===== src/rtl/hamming74_enc_sched.sv =====
// Round-robin scheduler that shares one Hamming(7,4) encoder among N_REQ byte
// requesters. Each granted byte is emitted as two 9-bit codewords on a single
// valid/ready stream: low nibble first (flag 0), then high nibble (flag 1).
module hamming74_enc_sched #(
  parameter int unsigned N_REQ = 4,
  localparam int unsigned SRC_W = (N_REQ > 1) ? $clog2(N_REQ) : 1
) (
  input  logic                 i_clk,
  input  logic                 i_rst,
  input  logic [N_REQ-1:0]     i_req_valid,
  input  logic [8*N_REQ-1:0]   i_req_data,
  output logic [N_REQ-1:0]     o_req_ready,
  output logic                 o_cw_valid,
  output logic [8:0]           o_cw,
  output logic [SRC_W-1:0]     o_cw_src,
  input  logic                 i_cw_ready,
  output logic                 o_busy
);

  typedef enum logic [1:0] {
    IDLE = 2'd0,
    LO   = 2'd1,
    HI   = 2'd2
  } state_t;

  state_t           state;
  logic [SRC_W-1:0] last_grant;
  logic [3:0]       hi_nib;

  logic             hi_found;
  logic             lo_found;
  logic [SRC_W-1:0] win_hi;
  logic [SRC_W-1:0] win_lo;
  logic             any_valid;
  logic [SRC_W-1:0] winner;
  logic [7:0]       sel_byte;

  // Hamming(7,4) codeword with overall parity in bit 7 and end-of-byte flag in bit 8
  function automatic logic [8:0] encode(input logic [3:0] d, input logic f);
    logic [6:0] c;
    c[0] = d[0] ^ d[1] ^ d[3];
    c[1] = d[0] ^ d[2] ^ d[3];
    c[2] = d[0];
    c[3] = d[1] ^ d[2] ^ d[3];
    c[4] = d[1];
    c[5] = d[2];
    c[6] = d[3];
    return {f, ^c, c};
  endfunction

  // Round-robin search: lowest valid index above last_grant, else lowest valid overall
  always_comb begin
    hi_found = 1'b0;
    lo_found = 1'b0;
    win_hi   = '0;
    win_lo   = '0;
    for (int k = int'(N_REQ) - 1; k >= 0; k--) begin
      if (i_req_valid[k]) begin
        lo_found = 1'b1;
        win_lo   = SRC_W'(k);
        if (SRC_W'(k) > last_grant) begin
          hi_found = 1'b1;
          win_hi   = SRC_W'(k);
        end
      end
    end
    any_valid = lo_found;
    winner    = hi_found ? win_hi : win_lo;
  end

  // One-hot accept strobe and winner byte mux; strobes only while idle
  always_comb begin
    o_req_ready = '0;
    sel_byte    = '0;
    for (int k = 0; k < int'(N_REQ); k++) begin
      if (winner == SRC_W'(k)) begin
        sel_byte       = i_req_data[8*k +: 8];
        o_req_ready[k] = (state == IDLE) && any_valid;
      end
    end
  end

  // Scheduler FSM with registered codeword stream outputs
  always_ff @(posedge i_clk) begin
    if (i_rst) begin
      state      <= IDLE;
      last_grant <= SRC_W'(N_REQ - 1);
      hi_nib     <= '0;
      o_cw_valid <= 1'b0;
      o_cw       <= '0;
      o_cw_src   <= '0;
      o_busy     <= 1'b0;
    end else begin
      case (state)
        IDLE: begin
          if (any_valid) begin
            hi_nib     <= sel_byte[7:4];
            o_cw_src   <= winner;
            last_grant <= winner;
            o_cw       <= encode(sel_byte[3:0], 1'b0);
            o_cw_valid <= 1'b1;
            o_busy     <= 1'b1;
            state      <= LO;
          end
        end
        LO: begin
          if (o_cw_valid && i_cw_ready) begin
            o_cw  <= encode(hi_nib, 1'b1);
            state <= HI;
          end
        end
        HI: begin
          if (o_cw_valid && i_cw_ready) begin
            o_cw_valid <= 1'b0;
            o_busy     <= 1'b0;
            state      <= IDLE;
          end
        end
        default: begin
          o_cw_valid <= 1'b0;
          o_busy     <= 1'b0;
          state      <= IDLE;
        end
      endcase
    end
  end

endmodule


===== config.mk =====
export PLATFORM = sky130hd
export DESIGN_NAME = hamming74_enc_sched
export DESIGN_NICKNAME = d
export VERILOG_FILES = /design/src/rtl/hamming74_enc_sched.sv
export SDC_FILE = /design/constraint.sdc
export NUM_CORES = 1
export LEC_CHECK = 0
export ABC_AREA = 1
export CAP_MARGIN = 20
export CORE_UTILIZATION = 24
export CTS_CLUSTER_DIAMETER = 60
export DETAILED_ROUTE_END_ITERATION = 10
export PLACE_DENSITY_LB_ADDON = 0.05
export RECOVER_POWER = 25
export SLEW_MARGIN = 10
export SYNTH_ARGS = -nofsm -noshare
export SYNTH_HDL_FRONTEND = slang
export SYNTH_SLANG_ARGS = --single-unit

===== constraint.sdc =====
create_clock -name i_clk -period 4.5 [get_ports i_clk]
set_input_delay 0.9 -clock i_clk [delete_from_list [all_inputs] [get_ports i_clk]]
set_output_delay 0.9 -clock i_clk [all_outputs]
set_load 0.03 [all_outputs]

* After elaboration in Yosys (flattened, before gate mapping)
Index checks and enable logic that the tools add are counted.
** Storage, ports and cells
- Flip-flop bits (word level) :: 20
- Logic and storage cells :: 85
- Output and inout port bits :: 17
- Input bits :: 39
** Cells by class
- Bitwise operators :: 13
- Magnitude comparators :: 4
- Muxes and demuxes :: 43
- Eq/ne operators :: 8
- Reduce and logical (&&, ||, !) cells :: 11
** Operators by type and width (count)
- 2-bit 2-to-1 mux :: 16
- 8-bit 2-to-1 mux :: 4
- 1-bit 2-to-1 mux :: 18
- 9-bit 2-to-1 mux :: 2
- 9-bit one-hot mux with 2 select lines :: 1
- 7-bit parity :: 2
- 1-bit XOR :: 12
- 3-bit AND reduction :: 3
- 2-bit == test, second input constant :: 3
- 2-bit inequality test, second input constant :: 3
- 2-bit one-hot mux with 3 select lines :: 1
- 2-bit by 1-bit == test with 1-bit output, second input constant :: 2
- 1-bit by 2-bit > comparator with 1-bit output, first input constant :: 2
- 2-bit > comparator, first input constant :: 2
- 2-bit logical NOT :: 2
- 1-bit one-hot mux with 3 select lines :: 1
- 1-bit logical AND :: 2
- 2-bit AND reduction :: 1
- 2-bit nonzero test :: 1
- 1-bit NOT :: 1

* Longest topological paths before layout
Gate-level depths: netlist (run 1).
- Depth in word-level cells :: 20
- Mapped depth :: 16
- Gate-level depth less buffers :: 16

* Least setup slack after synthesis (run 1)
No wires, ideal clock.
- Path type :: input -> output
- Start :: input port i_req_valid[1]
- End :: output port o_req_ready[0]
- Slack :: 1.430 ns
- Data required time :: 3.600 ns
- Path buffers :: 1
- Stages on the path :: 8
- Arrival :: 2.170 ns
- Cells stage by stage :: inv_1 -> nand2_1 -> nand2_2 -> nand2_2 -> nand2_4 -> nand2_2 -> buf_6 -> nor3_1
** On the way
- Longest elaborated chain between the ends :: 6
- Elaborated cells between the ends (all ways) :: 14
- Classes of those cells :: mux: 12; reduce/logical: 2
** RTL lines
- start, declared :: RTL line 10 : input logic [N_REQ-1:0] i_req_valid,
- 2-bit 2-to-1 mux or 1-bit 2-to-1 mux (tied branches) :: RTL line 58 : if (i_req_valid[k]) begin
- 2-bit 2-to-1 mux or 1-bit 2-to-1 mux (tied branches) :: RTL line 61 : if (SRC_W'(k) > last_grant) begin
- 2-bit 2-to-1 mux or 1-bit 2-to-1 mux (tied branches) :: RTL line 58
- 2-bit 2-to-1 mux :: RTL line 68 : winner = hi_found ? win_hi : win_lo;
- 2-bit logical NOT :: RTL line 76 : if (winner == SRC_W'(k)) begin
- 1-bit 2-to-1 mux (*) :: RTL line 76
- end, declared :: RTL line 12 : output logic [N_REQ-1:0] o_req_ready,
Mark *: on every way between the ends. The rest lies on a longest branch, timed or not.

* Final worst setup path (run 1)
- Start :: input port i_req_valid[2]
- End :: output port o_req_ready[0]
** On the way
- Longest elaborated chain between the ends :: 8
- Elaborated cells between the ends (all ways) :: 20
- Classes of those cells :: mux: 18; reduce/logical: 2
** RTL lines (RTL line)
- 2-bit 2-to-1 mux or 1-bit 2-to-1 mux (tied branches) :: 58
- 2-bit 2-to-1 mux or 1-bit 2-to-1 mux (tied branches) :: 61
- 2-bit 2-to-1 mux or 1-bit 2-to-1 mux (tied branches) :: 58
- 2-bit 2-to-1 mux or 1-bit 2-to-1 mux (tied branches) :: 61
- 2-bit 2-to-1 mux or 1-bit 2-to-1 mux (tied branches) :: 58
- 2-bit 2-to-1 mux :: 68
- 2-bit logical NOT :: 76
- 1-bit 2-to-1 mux (*) :: 76
Marked as above.

==> impl_metrics.ini, run 1 <==
[run_status]
status = completed

[sta]
max_slew_margin = 0.661
fin_tns_setup_ns = 0
worst_pin_slew_ns = 0.508
hold_ws_ns = 0.467
maxSlewViolCount = 0
period_share = 0.881
rsz0062_at_grt = no
fmax_mhz = 252
setup-violations-final = 0
hold_violations = 0
period_minus_slack_ns = 3.96
skew_ns = 0.00239

[global_route]
grt_max_degree = 13
antenna_found_initial = 0
grt_overflow_total = 0
grt_usage = 0.148
grt_pass1_wl_mm = 7.29
grt_pass1_vias = 1515

[pwr]
p_sw_frac = 0.433
p_clk_frac = 0.176
combinationalPowerShare = 0.536
p_int_w = 0.000446
power_density_mw_per_mm2 = 362
p_sw_w = 0.000340
ir_worst_vdd_uv = 125
seq_power_share = 0.289
p_leak_nw = 0.908

[setup_path]
critPathSlowestCell = clkdlybuf4s50_1
path_cells = clkdlybuf4s50_1 > nor2_1 > inv_1 > o21ai_0 > clkbuf_1 > nor3_1 > clkdlybuf4s50_1
startpoint_type = primary input
cp.required_ns = 3.60
path_class = in2out
crit_path_end_kind = primary output
cpPeakStageDelay_ns = 0.62
arrival_ns = 3.06
reg2reg_depth = 10
crit_top_cell = clkdlybuf4s50_1
path_max_fanout = 11

[clocking]
hold_buffers = 0
ctsHtreeMaxLevel = 1
clk_pin_slew_worst_paths_ns = 0.08
clock_latency_ns = 0.26
ctsRootBufferMaster = clkbuf_8
cts.sink_count = 20
cts_resized = 0
cts_buffers = 3
cts_tree = yes
clock_path_buffers = 2
post-cts-setup-buffers = 0

[placed_design]
routabilityCongestion = 0.760
hpwlAfterDp_mm = 3.72
io_buffers = 55

[logic_synthesis]
synth_area_mm2 = 0.00151
syn-mean-instance-area_um2 = 7.14
synth_warnings = 0
ys_seq_area_frac = 0.264
netlist_instances = 212
ys_types = 33
synth_fp_nets = 251
synth_seq_cells = 20

[die]
initial_core_util = 0.253
fp.dieW_um = 81.4
core_area_mm2 = 0.00599
die_area_mm2 = 0.00663
boundaryPins = 56
die_h_um = 81.4
row_count = 28

[final_layout]
syn2layout_area_growth_pct = 43.7
n_fill_cell = 661
diodes = 0
nets = 305
drive_gt1_frac = 0.170

[drt]
ant_nets = 0
drt_first_pass_iters = 4
viasPerCell = 4.57
routed_wl_mm = 4.60
drt-initial-drc-count = 50
wire_per_inst_um = 13.5
drc = 0
vias = 1553

[worst_hold_path]
min_path_cells = 2
min_path_type = reg2reg

[run]
cap_violations = 0
[flip-flops by register name, summed over array words and instances, names as in the netlist]
register	flops
o_cw	9
state	2
o_cw_src	2
last_grant	2
hi_nib	4
o_busy	1
[final timing paths]
| check | start | to | slack, ns |
|---|---|---|---|
| setup / recovery | i_req_valid[2] | o_req_ready[0] | 0.54 |
| hold / removal | o_cw[6] | o_cw[6] | 0.47 |
| setup reg to reg | state[0] | o_cw[6] | 2.28 |
| hold reg to reg | o_cw[6] | o_cw[6] | 0.47 |
[layout make-up]
type / count / area, µm² / share of cell area
multi-input cells: 160 / 977 / 0.449
flip-flops and latches: 20 / 400 / 0.184
clock buffers: 4 / 55.1 / 0.0253
inverters: 25 / 95.1 / 0.0437
well taps: 75 / 93.8 / 0.0431
repair buffers: 56 / 554 / 0.255
[logic make-up (layout without fill, tap and decap cells)]
family,Yosys count,after routing,synth area share
AND/OR/NAND/NOR,108,108,0.424
AO/OA/AOI/OAI,45,45,0.181
buffers and inverters,32,85,0.0901
flip-flops,20,20,0.264
XOR/XNOR,7,7,0.0405
[critical path: cells and delay by family]
kind                   cells  cell delay (ns)
and+or+nand+nor            2             0.38
AOI/OAI and AO/OA          1             0.19
buffers and inverters      4             1.59
[power groups by stage]
| stage | Combinational, W | Sequential (W) | Clock [W] |
|---|---|---|---|
| 2_1_floorplan | 0.000261 | 0.000265 | 0 |
| 4_1_cts | 0.000433 | 0.000228 | 0.000144 |
| 3_5_place_dp | 0.000432 | 0.000232 | 0 |
| 6_report | 0.000422 | 0.000227 | 0.000138 |
| 3_3_place_gp | 0.000433 | 0.000232 | 0 |
| 5_1_grt | 0.000464 | 0.000231 | 0.000149 |
[layer usage]
layer | part of all wire | global-route usage | wire [µm]
met1 | 0.46 | 0.182 | 2100
met2 | 0.50 | 0.266 | 2280
met3 | 0.047 | 0.0344 | 216
met4 | 0 | 0.0161 | 0
met5 | 0 | 0 | 0
[synthesized netlist by cell type, drive strengths merged]
master | n | area [µm²]
clkbuf | 5 | 22.5
xor2 | 4 | 35.0
a21oi | 22 | 121
nor3 | 2 | 21.3
a211oi | 1 | 7.51
a21boi | 1 | 11.3
dfxtp | 20 | 400
nand3 | 29 | 180
nand2 | 54 | 253
inv | 23 | 86.3
buf | 2 | 18.8
a41oi | 3 | 26.3
nand4 | 6 | 56.3
o21ai | 17 | 100
xnor2 | 3 | 26.3
nor2 | 17 | 131
clkinv | 2 | 8.75
o211ai | 1 | 7.51
[cells in the final DEF (no fill, tap or decap), types with 2 or more instances in the layout]
cell,instances
nor2_8,2
nand4_2,3
nor2_4,4
xor2_1,4
clkdlybuf4s50_1,48
o21ai_0,15
dlygate4sd3_1,7
nand2_4,5
nand4_1,3
a21oi_2,3
a41oi_1,3
nor2_2,2
inv_1,18
inv_2,5
xnor2_1,3
a21oi_1,19
nand2_2,5
clkbuf_8,4
dfxtp_1,20
nand2_1,44
nand3_2,7
nor2_1,9
nand3_1,22
[metrics by stage]
step / power, W / setup WS [ns] / util / instance area, µm² / instances
global route: 0.000845 / 0.359 / 0.363 / 2180 / 340
finish: 0.000787 / 0.536 / 0.363 / 2180 / 340
detailed placement: 0.000664 / 0.572 / 0.355 / 2120 / 336
global placement: 0.000665 / 0.565 / 0.355 / 2120 / 336
CTS: 0.000805 / 0.558 / 0.364 / 2180 / 340
floorplan: 0.000526 / 1.43 / - / 1510 / 212
(Power assumes the default switching activity.)
==> inputs of run 2 (changes only) <==
Settings changed: CORE_UTILIZATION 24 to 45.
==> run 2 against run 1 <==
Global-route usage rose by 9.7 points. Via count grew 2.4%. Maximum frequency down 3.6%.
==> impl_metrics.ini, run 2 (synthesis results as in run 1) <==
[sta]
maxSlewViolCount = 0
fin_tns_setup_ns = 0
period_share = 0.914
setup-violations-final = 0
worst_pin_slew_ns = 0.505
max_slew_margin = 0.662
rsz0062_at_grt = no
hold_violations = 0
period_minus_slack_ns = 4.11
fmax_mhz = 243
skew_ns = 0.0105

[placed_design]
dpl_cell_area_mm2 = 0.00209
io_buffers = 55
routabilityCongestion = 0.818
hpwlAfterDp_mm = 3.24

[drt]
drt-initial-drc-count = 64
viasPerCell = 5.16
drt_first_pass_iters = 4
vias = 1590
wire_per_inst_um = 13.2
drc = 0
ant_nets = 0
routed_wl_mm = 4.05

[pwr]
ir_worst_vdd_uv = 253
combinationalPowerShare = 0.572
seq_power_share = 0.314
p_leak_nw = 0.892
power_density_mw_per_mm2 = 346
p_sw_w = 0.000329
p_sw_frac = 0.451
p_clk_frac = 0.114
p_int_w = 0.000400

[final_layout]
final_cell_mix = clkdlybuf4s50_1 (48), nand2_1 (44), nand3_1 (22), dfxtp_1 (20), a21oi_1 (19)
syn2layout_area_growth_pct = 39.0
top_register = o_cw
diodes = 0
stdcell_area_mm2 = 0.00210
final_util = 0.673
drive_gt1_frac = 0.167
largest_register_ffs = 9
largest_registers = o_cw (9), hi_nib (4)
seq_area_um2 = 400
n_fill_cell = 299
multi_input_area_um2 = 977
layout_commonest_cell = clkdlybuf4s50_1
nets = 305

[setup_path]
critPathSlowestCell = clkdlybuf4s50_1
path_class = in2out
path_max_fanout = 11
crit_path_end_kind = primary output
cp.required_ns = 3.60
startpoint_type = primary input
path_cells = dlygate4sd3_1 > nor2_1 > inv_1 > o21ai_0 > clkbuf_1 > nor3_1 > clkdlybuf4s50_1
cpPeakStageDelay_ns = 0.62
arrival_ns = 3.21

[run_status]
status = completed

[global_route]
grt_usage = 0.245
grt_pass1_vias = 1498
grt_pass1_wl_mm = 6.56
grt_max_degree = 13
grt_overflow_total = 0
antenna_found_initial = 0

[clocking]
ctsHtreeMaxLevel = 1
ctsRootBufferMaster = clkbuf_4
hold_buffers = 0
clock_latency_ns = 0.30
cts_tree = yes
clock_path_buffers = 2
post-cts-setup-buffers = 0
cts.sink_count = 20
cts_resized = 0
cts_buffers = 3
clk_pin_slew_worst_paths_ns = 0.10

[die]
die_h_um = 60
initial_core_util = 0.484
die_area_mm2 = 0.00360
row_count = 20
boundaryPins = 56
core_area_mm2 = 0.00313
fp.dieW_um = 60

[run]
cap_violations = 0

[worst_hold_path]
min_path_type = reg2reg
run 2: layout make-up:
type | instances | share of cell area
multi-input combinational | 160 | 0.464
timing repair buffer | 56 | 0.263
sequential | 20 | 0.190
clock buffer | 3 | 0.0107
inverter | 25 | 0.0452
tap | 44 | 0.0262
run 2: routing by layer:
metal,global-route usage,part of all wire,vias to the layer above
met3,0.0693,0.060,4
li1,-,-,817
met4,0.0565,0.0084,0
met2,0.422,0.49,46
met1,0.299,0.44,723
met5,0,0,-
run 2: metrics by stage:
step | power, W | cells | setup WS (ns) | hold slack (ns)
floorplan | 0.000526 | 212 | 1.43 | 0.460
finish | 0.000729 | 308 | 0.389 | 0.466
CTS | 0.000737 | 308 | 0.569 | 0.475
global placement | 0.000649 | 305 | 0.610 | 0.455
detailed placement | 0.000654 | 305 | 0.583 | 0.455
global route | 0.000780 | 308 | 0.243 | 0.491
run 2: final timing paths:
path | slack [ns] | startpoint | cells past startpoint | endpoint
worst max-delay path | 0.39 | i_req_valid[3] | 7 | o_req_ready[0]
worst min-delay path | 0.47 | o_cw[8] | 2 | o_cw[8]
worst max register to register | 2.26 | state[0] | 10 | o_cw[6]
worst min register to register | 0.47 | o_cw[8] | 2 | o_cw[8]
run 2: power groups by stage:
stage | Combinational (W) | Clock [W] | Sequential, W
global route | 0.000455 | 0.0000934 | 0.000231
global placement | 0.000418 | 0 | 0.000231
CTS | 0.000423 | 0.0000853 | 0.000228
finish | 0.000417 | 0.0000831 | 0.000229
floorplan | 0.000261 | 0 | 0.000265
detailed placement | 0.000422 | 0 | 0.000232
run 2: worst max-delay path: cells and delay by family:
family / cells / cell delay, ns
compound gates: 1 / 0.23
buf+inv: 4 / 1.70
simple gates: 2 / 0.38
